## config.mk

```make
export PLATFORM = sky130hd
export DESIGN_NAME = bcd_to_bin_flat
export DESIGN_NICKNAME = d
export VERILOG_FILES = /design/src/rtl/bcd_pkg.sv /design/src/rtl/bcd_to_bin_if.sv /design/src/rtl/bcd_digit_adj.sv /design/src/rtl/bcd_to_bin.sv /design/src/flat_wrapper.sv
export SDC_FILE = /design/constraint.sdc
export NUM_CORES = 1
export LEC_CHECK = 0
export CAP_MARGIN = 15
export CELL_PAD_IN_SITES_DETAIL_PLACEMENT = 0
export CELL_PAD_IN_SITES_GLOBAL_PLACEMENT = 1
export CORE_AREA = 5 5 55 94
export DETAILED_ROUTE_END_ITERATION = 7
export DIE_AREA = 0 0 60 99
export PLACE_DENSITY = 0.73
export SETUP_SLACK_MARGIN = 0.5
export SYNTH_ARGS = -nofsm -noshare
export SYNTH_HDL_FRONTEND = slang
export SYNTH_SLANG_ARGS = --single-unit
```

## constraint.sdc

```tcl
create_clock -name i_clk -period 1.8 [get_ports i_clk]
set_clock_uncertainty 0.2 [all_clocks]
set_input_delay 0.18 -clock i_clk [delete_from_list [all_inputs] [get_ports i_clk]]
set_output_delay 0.18 -clock i_clk [all_outputs]
set_load 0.03 [all_outputs]
```

## src/rtl/bcd_pkg.sv

```systemverilog
// Shared types and constants for the BCD-to-binary converter.
// Includes the elaboration-time helper that sizes the binary result.
package bcd_pkg;

  typedef enum logic [1:0] {
    StIdle,
    StShift,
    StDone
  } state_e;

  localparam logic [3:0] BCD_DIGIT_MAX  = 4'd9;
  localparam logic [3:0] BCD_ADJ_THRESH = 4'd8;
  localparam logic [3:0] BCD_ADJ_VALUE  = 4'd3;

  // Smallest width w with 2^w > 10^digits - 1.
  function automatic int unsigned min_bin_width(input int unsigned digits);
    longint unsigned max_val = 64'd1;
    int unsigned     width   = 0;
    for (int unsigned i = 0; i < digits; i++) begin
      max_val = max_val * 64'd10;
    end
    max_val = max_val - 64'd1;
    for (int unsigned b = 0; b < 64; b++) begin
      if ((64'd1 << b) <= max_val) begin
        width = b + 1;
      end
    end
    return width;
  endfunction

endpackage

```

## src/rtl/bcd_to_bin_if.sv

```systemverilog
// Start/busy/done handshake and data bus of the BCD-to-binary converter.
interface bcd_to_bin_if #(
  parameter int unsigned DIGITS = 3,
  parameter int unsigned BIN_W  = 10
);

  logic                  start;
  logic [4*DIGITS-1:0]   bcd_in;
  logic                  busy;
  logic                  done;
  logic                  err;
  logic [BIN_W-1:0]      bin_out;

  modport master (
    output start,
    output bcd_in,
    input  busy,
    input  done,
    input  err,
    input  bin_out
  );

  modport slave (
    input  start,
    input  bcd_in,
    output busy,
    output done,
    output err,
    output bin_out
  );

endinterface

```

## src/rtl/bcd_digit_adj.sv

```systemverilog
// One BCD digit correction step of reverse double-dabble: digits of 8 or more
// lose 3 after the right shift.
module bcd_digit_adj
  import bcd_pkg::*;
(
  input  logic [3:0] i_digit,
  output logic [3:0] o_digit
);

  always_comb begin
    o_digit = i_digit;
    if (i_digit >= BCD_ADJ_THRESH) begin
      o_digit = i_digit - BCD_ADJ_VALUE;
    end
  end

endmodule

```

## src/rtl/bcd_to_bin.sv

```systemverilog
// Sequential BCD-to-binary converter (reverse double-dabble, one shift per clock)
// with start/busy/done handshake and illegal-digit flag.
module bcd_to_bin
  import bcd_pkg::*;
#(
  parameter int unsigned DIGITS = 3,
  parameter int unsigned BIN_W  = 10
) (
  input  logic         i_clk,
  input  logic         i_rst,
  bcd_to_bin_if.slave  s_if
);

  localparam int unsigned BcdW = 4 * DIGITS;
  localparam int unsigned CntW = $clog2(BIN_W + 1);

  if (BIN_W < min_bin_width(DIGITS)) begin : g_bin_w_check
    $error("bcd_to_bin: BIN_W too small to hold the largest DIGITS-digit BCD value");
  end

  state_e            r_state, w_state_next;
  logic [BcdW-1:0]   r_bcd, w_bcd_sh, w_bcd_adj;
  logic [BIN_W-1:0]  r_bin, w_bin_sh, r_bin_out;
  logic [CntW-1:0]   r_cnt;
  logic              r_err;
  logic              w_bad;
  logic              w_accept;
  logic              w_last;

  assign {w_bcd_sh, w_bin_sh} = {r_bcd, r_bin} >> 1;

  for (genvar g = 0; g < DIGITS; g++) begin : g_adj
    bcd_digit_adj u_adj (
      .i_digit (w_bcd_sh[4*g +: 4]),
      .o_digit (w_bcd_adj[4*g +: 4])
    );
  end

  always_comb begin
    w_bad = 1'b0;
    for (int i = 0; i < DIGITS; i++) begin
      if (s_if.bcd_in[4*i +: 4] > BCD_DIGIT_MAX) begin
        w_bad = 1'b1;
      end
    end
  end

  assign w_accept = s_if.start && ((r_state == StIdle) || (r_state == StDone));
  assign w_last   = (r_state == StShift) && (r_cnt == CntW'(1));

  always_comb begin
    w_state_next = r_state;
    unique case (r_state)
      StIdle, StDone: begin
        if (s_if.start) begin
          w_state_next = w_bad ? StDone : StShift;
        end else begin
          w_state_next = StIdle;
        end
      end
      StShift: begin
        if (w_last) begin
          w_state_next = StDone;
        end
      end
      default: w_state_next = StIdle;
    endcase
  end

  always_ff @(posedge i_clk) begin
    if (i_rst) begin
      r_state   <= StIdle;
      r_bcd     <= '0;
      r_bin     <= '0;
      r_cnt     <= '0;
      r_err     <= 1'b0;
      r_bin_out <= '0;
    end else begin
      r_state <= w_state_next;
      if (w_accept) begin
        r_bcd <= s_if.bcd_in;
        r_bin <= '0;
        r_err <= w_bad;
        r_cnt <= CntW'(BIN_W);
        // bin_out otherwise keeps the previous result until this one lands.
        if (w_bad) begin
          r_bin_out <= '0;
        end
      end else if (r_state == StShift) begin
        r_bcd <= w_bcd_adj;
        r_bin <= w_bin_sh;
        r_cnt <= r_cnt - CntW'(1);
        if (w_last) begin
          r_bin_out <= w_bin_sh;
        end
      end
    end
  end

  assign s_if.busy    = (r_state == StShift);
  assign s_if.done    = (r_state == StDone);
  assign s_if.err     = r_err;
  assign s_if.bin_out = r_bin_out;

  // Every BCD weight must have drained into the binary register by the last shift.
  assert property (@(posedge i_clk) disable iff (i_rst) w_last |-> (w_bcd_adj == '0));

endmodule

```

## src/flat_wrapper.sv

```systemverilog
// flat-port wrapper written by rule: the top's interface ports become plain ports
module bcd_to_bin_flat import bcd_pkg::*;
#(
  parameter int unsigned DIGITS = 3,
  parameter int unsigned BIN_W  = 10
)
  (i_clk, i_rst, s_if_start, s_if_bcd_in, s_if_busy, s_if_done, s_if_err, s_if_bin_out);
  bcd_to_bin_if #(.DIGITS(DIGITS), .BIN_W(BIN_W)) s_if_i ();
  input  logic i_clk;
  input  logic i_rst;
  input wire logic [$bits(s_if_i.start)-1:0] s_if_start;
  input wire logic [$bits(s_if_i.bcd_in)-1:0] s_if_bcd_in;
  output wire logic [$bits(s_if_i.busy)-1:0] s_if_busy;
  output wire logic [$bits(s_if_i.done)-1:0] s_if_done;
  output wire logic [$bits(s_if_i.err)-1:0] s_if_err;
  output wire logic [$bits(s_if_i.bin_out)-1:0] s_if_bin_out;
  assign s_if_i.start = s_if_start;
  assign s_if_i.bcd_in = s_if_bcd_in;
  assign s_if_busy = s_if_i.busy;
  assign s_if_done = s_if_i.done;
  assign s_if_err = s_if_i.err;
  assign s_if_bin_out = s_if_i.bin_out;
  bcd_to_bin #(.DIGITS(DIGITS), .BIN_W(BIN_W)) u_core (.i_clk(i_clk), .i_rst(i_rst), .s_if(s_if_i));
endmodule
```

[Word level (Yosys, flattened, before mapping)]
Index checks and enable logic that the tools add are counted.
Storage, ports and cells
  register bits: 39
  input port bits: 15
  logic and storage cells: 49
Operators by class
  $add $sub $neg: 4
  $lt $le $gt $ge: 6
  equality and inequality tests: 5
  mux-type cells: 18
  reductions and logical operators: 9
Operator list (number)
  10-bit two-way mux: 4
  12-bit two-way mux: 2
  4-bit two-way mux: 5
  4-bit > comparator (second input constant): 3
  4-bit greater-or-equal comparator (second input constant): 2
  4-bit by 2-bit subtractor with 4-bit output (second input constant): 2
  2-bit two-way mux: 3
  4-bit by 1-bit equality test with 1-bit output (second input constant): 1
  3-bit by 4-bit greater-or-equal comparator with 1-bit output (second input constant): 1
  2-bit by 1-bit inequality test with 1-bit output (second input constant): 2
  2-bit one-hot mux with 2 select lines: 1
  2-bit nonzero test: 2
  2-bit OR reduction: 2
  3-bit by 2-bit subtractor with 4-bit output (second input constant): 1
  4-bit by 1-bit subtractor with 4-bit output (second input constant): 1
  1-bit two-way mux: 3
  3-bit AND reduction: 1
  2-bit by 1-bit equality test with 1-bit output (second input constant): 1
  2-bit equality test (second input constant): 1
  1-bit logical AND: 2
  2-bit zero test: 1
  1-bit logical OR: 1

[Depth between registers and ports, before layout]
  depth in word-level cells: 7
  mapped depth: 6
  depth with buffers taken out: 6

[Modules after synthesis]
A second synthesis with hierarchy kept.
Second synthesis, totals
  cell total of the unflattened synthesis: 217
  area total of the unflattened synthesis: 1863.0 sq um
By module, submodules not included
  bcd_to_bin: times used 1, cells an instance 184, area each 1634.1 sq um
  bcd_digit_adj: times used 3, cells an instance 11, area each 76.3 sq um

[Worst setup path after synthesis]
No wires, ideal clock.
  path type: register -> register
  from: reg u_core.r_cnt[1]
  to: reg u_core.r_bin_out[0], in the netlist u_core.s_if.bin_out[0]
  data arrival time: 1339 ps
  setup slack: 144 ps
  cell stages (with the launch flop): 7
  buffers on the path: 0
  path through: dfxtp_1 -> inv_1 -> ha_1 -> or3b_4 -> o21ai_4 -> a21oi_4 -> a22o_1
Between the ends
  cells in the longest elaborated chain, start to end: 4
RTL lines
  start: declaration: line bcd_to_bin.sv:24  | logic [CntW-1:0] r_cnt;
  start signal: assignment: line bcd_to_bin.sv:84  | r_cnt <= CntW'(BIN_W);
  start signal: assignment: line bcd_to_bin.sv:92  | r_cnt <= r_cnt - CntW'(1);
  4-bit by 1-bit equality test with 1-bit output: line bcd_to_bin.sv:49  | assign w_last = (r_state == StShift) && (r_cnt == CntW'(1));
  1-bit logical AND: line bcd_to_bin.sv:49
  2-bit nonzero test (no line)
  3-bit AND reduction (no line)
  end signal: assignment: line bcd_to_bin.sv:94  | r_bin_out <= w_bin_sh;
  end: declaration: line bcd_to_bin.sv:23  | logic [BIN_W-1:0] r_bin, w_bin_sh, r_bin_out;
Every way passes these cells.
A chain may end at the register's enable or synchronous reset.

[Worst setup path in the final report]
  from: reg u_core.r_cnt[1]
  to: reg u_core.r_bin_out[6], in the netlist u_core.s_if.bin_out[6]
The elaborated chain is that of the path after synthesis.

==> results.json <==
{
  "path_cells": "inv_2 -> ha_4 -> or3b_4 -> o21ai_4 -> a21oi_4 -> a22o_1",
  "fin_nets": 259,
  "synth-seq-cells": 38,
  "synth_top_family_by_area": "compound AO/OA/AOI/OAI gates",
  "clkTransAtPathRegs_ns": 0.07,
  "first_iter_violations": 32,
  "cts_root_buf": "clkbuf_8",
  "rows": 32,
  "syn_nets": 194,
  "syn-cell-area_um2": 1615,
  "rsz0062_at_grt": "yes",
  "combPwrFrac": 0.214,
  "vdd_drop_max_v": 0.0003989,
  "cts_max_level": 2,
  "synthXorXnorAreaFrac": 0.03253,
  "hpwl_um": 2859,
  "p_seq_frac": 0.472,
  "finalSetupViolations": 0,
  "crit_required_ns": 1.78,
  "ios": 28,
  "synth_fa_ha_area_frac": 0.04648,
  "drcViolationCount": 0,
  "drive_gt1_frac": 0.5063,
  "path_depth": 6,
  "wl_per_cell_um": 15.85,
  "initial_utilization": 0.3736,
  "syn_inst": 173,
  "ys.warnings.count": 0,
  "core_area_um2": 4324,
  "place_ws_ns": -0.2015,
  "diodes": 0,
  "ys_types": 31,
  "period_needed_ns": 1.713,
  "reg2reg_depth": 6,
  "antenna_found_initial": 0,
  "grt_pass1_vias": 1594,
  "fin_ws_ns": 0.08677,
  "synth.area.mux_share": 0.01239,
  "maxSlewHeadroom": 0.7962,
  "timing.fmax_mhz": 583.7,
  "power.leakage_nw": 1.055,
  "placed_area_um2": 2049,
  "grt-ovfl-total": 0,
  "synth-compound-area-share": 0.2161,
  "critPathLaunchType": "flip-flop",
  "syn_area_per_cell_um2": 9.337,
  "synth_seq_area_share": 0.4710,
  "design_area_um2": 2656,
  "dr.pass1.iters": 4,
  "finalCritPeriodShare": 0.9518,
  "status": "completed",
  "cp.arrival_ns": 1.69,
  "die_area_um2": 5940,
  "vias": 1537,
  "totalNegativeSetupSlack_ns": 0,
  "worstMarginPinSlew_ns": 0.3025,
  "cts_hold_buffers": 0,
  "clkSinkCount": 38,
  "port_buffers": 27,
  "grt_pass1_wl_um": 6962,
  "synth-simple-area-share": 0.1658,
  "cts_buffers": 5,
  "finalWirelength_um": 4597,
  "fill_cells": 341,
  "tritoncts": "built",
  "hold_ws_ns": 0.2739,
  "regArea_um2": 780.7,
  "grt_max_degree": 19,
  "p_clk_frac": 0.314,
  "power.switching_uw": 510.4,
  "pwr_density_cell_nw_per_um2": 719.2,
  "die_y_um": 99,
  "end_kind": "flip-flop",
  "p_int_mw": 1.400,
  "power.total_mw": 1.911,
  "critical_path.top_delay_family": "compound AO/OA/AOI/OAI gates",
  "vias_per_cell": 5.300,
  "dp_cells": 256,
  "ant_nets": 0,
  "clock_latency_ns": 0.29,
  "fin_cells": 290,
  "synthToLayoutAreaGrowth_pct": 64.45,
  "cp_slowest_stage_delay_ns": 0.41,
  "finalHoldViolCount": 0,
  "track_usage": 0.1545,
  "critPathMaxFanout": 10,
  "swShare": 0.2671,
  "crit_buf_inv": 1,
  "drv_slew": 0,
  "multi_input_area_um2": 1025,
  "post-route-util": 0.6143,
  "die_w_um": 60,
  "worstHoldPathCells": 1,
  "hold_path.class": "flip-flop to flip-flop",
  "cp_slowest_cell": "or3b_4",
  "clock_path_buffers": 2,
  "path_class": "flip-flop to flip-flop",
  "drv_cap": 0,
  "routabilityCongestion": 0.8091
}
[timing repair]
item | CTS | global route
setup endpoints to repair | 51 | 40
resized for setup | 111 | 25
buffers inserted | 16 | 9
pin swaps | 22 | 19
cloned | 1 | 0
[cell usage in the layout, fill, tap and decap left out, drive strengths merged]
cell type	n
inv	7
xnor2	5
a221oi	5
nand2b	5
nand4	1
o21ai	6
or3b	1
mux2i	2
xor2	1
nor2	14
nor4	1
dlygate4sd2	1
clkdlybuf4s50	13
nand2	27
a22o	10
a2bb2oi	2
a21oi	18
and4	1
nor3	2
a31oi	2
a22oi	6
buf	53
nor3b	1
clkbuf	8
ha	6
nor2b	2
dfxtp	38
clkinv	1
[power groups by stage]
stage / Clock, mW / Sequential, mW / Combinational, mW
floorplan: 0 / 0.918 / 0.159
global route: 0.658 / 0.905 / 0.435
global placement: 0 / 0.919 / 0.249
CTS: 0.614 / 0.904 / 0.376
detailed placement: 0 / 0.921 / 0.255
finish: 0.600 / 0.902 / 0.409
[logic make-up after synthesis]
group	after synthesis
xor gates and xnor gates	6
adders and majority gates	6
AOI/OAI and AO/OA	49
buffers and inverters	17
DFF	38
and+or+nand+nor	55
muxes	2
[registers in the layout, indices dropped and copies added, names as in the netlist]
| signal | cells |
|---|---|
| u_core.r_state | 2 |
| u_core.r_bin | 9 |
| u_core.r_bcd | 12 |
| u_core.s_if.bin_out | 10 |
| u_core.r_cnt | 4 |
| u_core.s_if.err | 1 |
[layer usage]
metal  up-vias  wire, µm  global-route usage
li1        736         -                   -
met1       751      1725              0.1561
met2        43      2604              0.2858
met3         7       171             0.03277
met4         0        95             0.06826
met5         -         0                   0
[cell usage after synthesis, drive strengths merged]
| library cell | n | area [µm²] |
|---|---|---|
| buf | 9 | 60.06 |
| or3b | 1 | 11.26 |
| clkbuf | 1 | 3.750 |
| nand2 | 27 | 101.4 |
| a221oi | 5 | 43.79 |
| a22oi | 6 | 45.04 |
| a31oi | 2 | 12.51 |
| nor2 | 14 | 52.55 |
| nand4 | 1 | 6.260 |
| nor4 | 1 | 12.51 |
| a21oi | 18 | 101.4 |
| mux2i | 2 | 20.02 |
| nand2b | 5 | 33.78 |
| xor2 | 1 | 8.760 |
| and4 | 1 | 8.760 |
| a2bb2oi | 2 | 17.52 |
| inv | 7 | 26.27 |
| a22o | 10 | 87.58 |
| dfxtp | 38 | 760.7 |
| nor3 | 2 | 21.27 |
| ha | 6 | 75.07 |
| nor2b | 2 | 12.51 |
| nor3b | 1 | 7.510 |
| o21ai | 6 | 41.29 |
| xnor2 | 5 | 43.79 |
[worst paths after layout]
kind                       endpoint                   start  slack (ns)
max reg2reg  u_core.s_if.bin_out[6]         u_core.r_cnt[1]        0.09
min reg2reg  u_core.s_if.bin_out[2]  u_core.s_if.bin_out[2]        0.27
min          u_core.s_if.bin_out[2]  u_core.s_if.bin_out[2]        0.27
max          u_core.s_if.bin_out[6]         u_core.r_cnt[1]        0.09
[final cells by class]
type                    instances  share of cell area
flip-flops and latches         38              0.2939
repair buffers                 68              0.2473
clock buffers                   7             0.03250
inverters                       7             0.01460
multi-input cells             118              0.3858
well taps                      51             0.02402
clock inverters                 1            0.001884
Note: power is estimated with default switching activity, not from simulation.
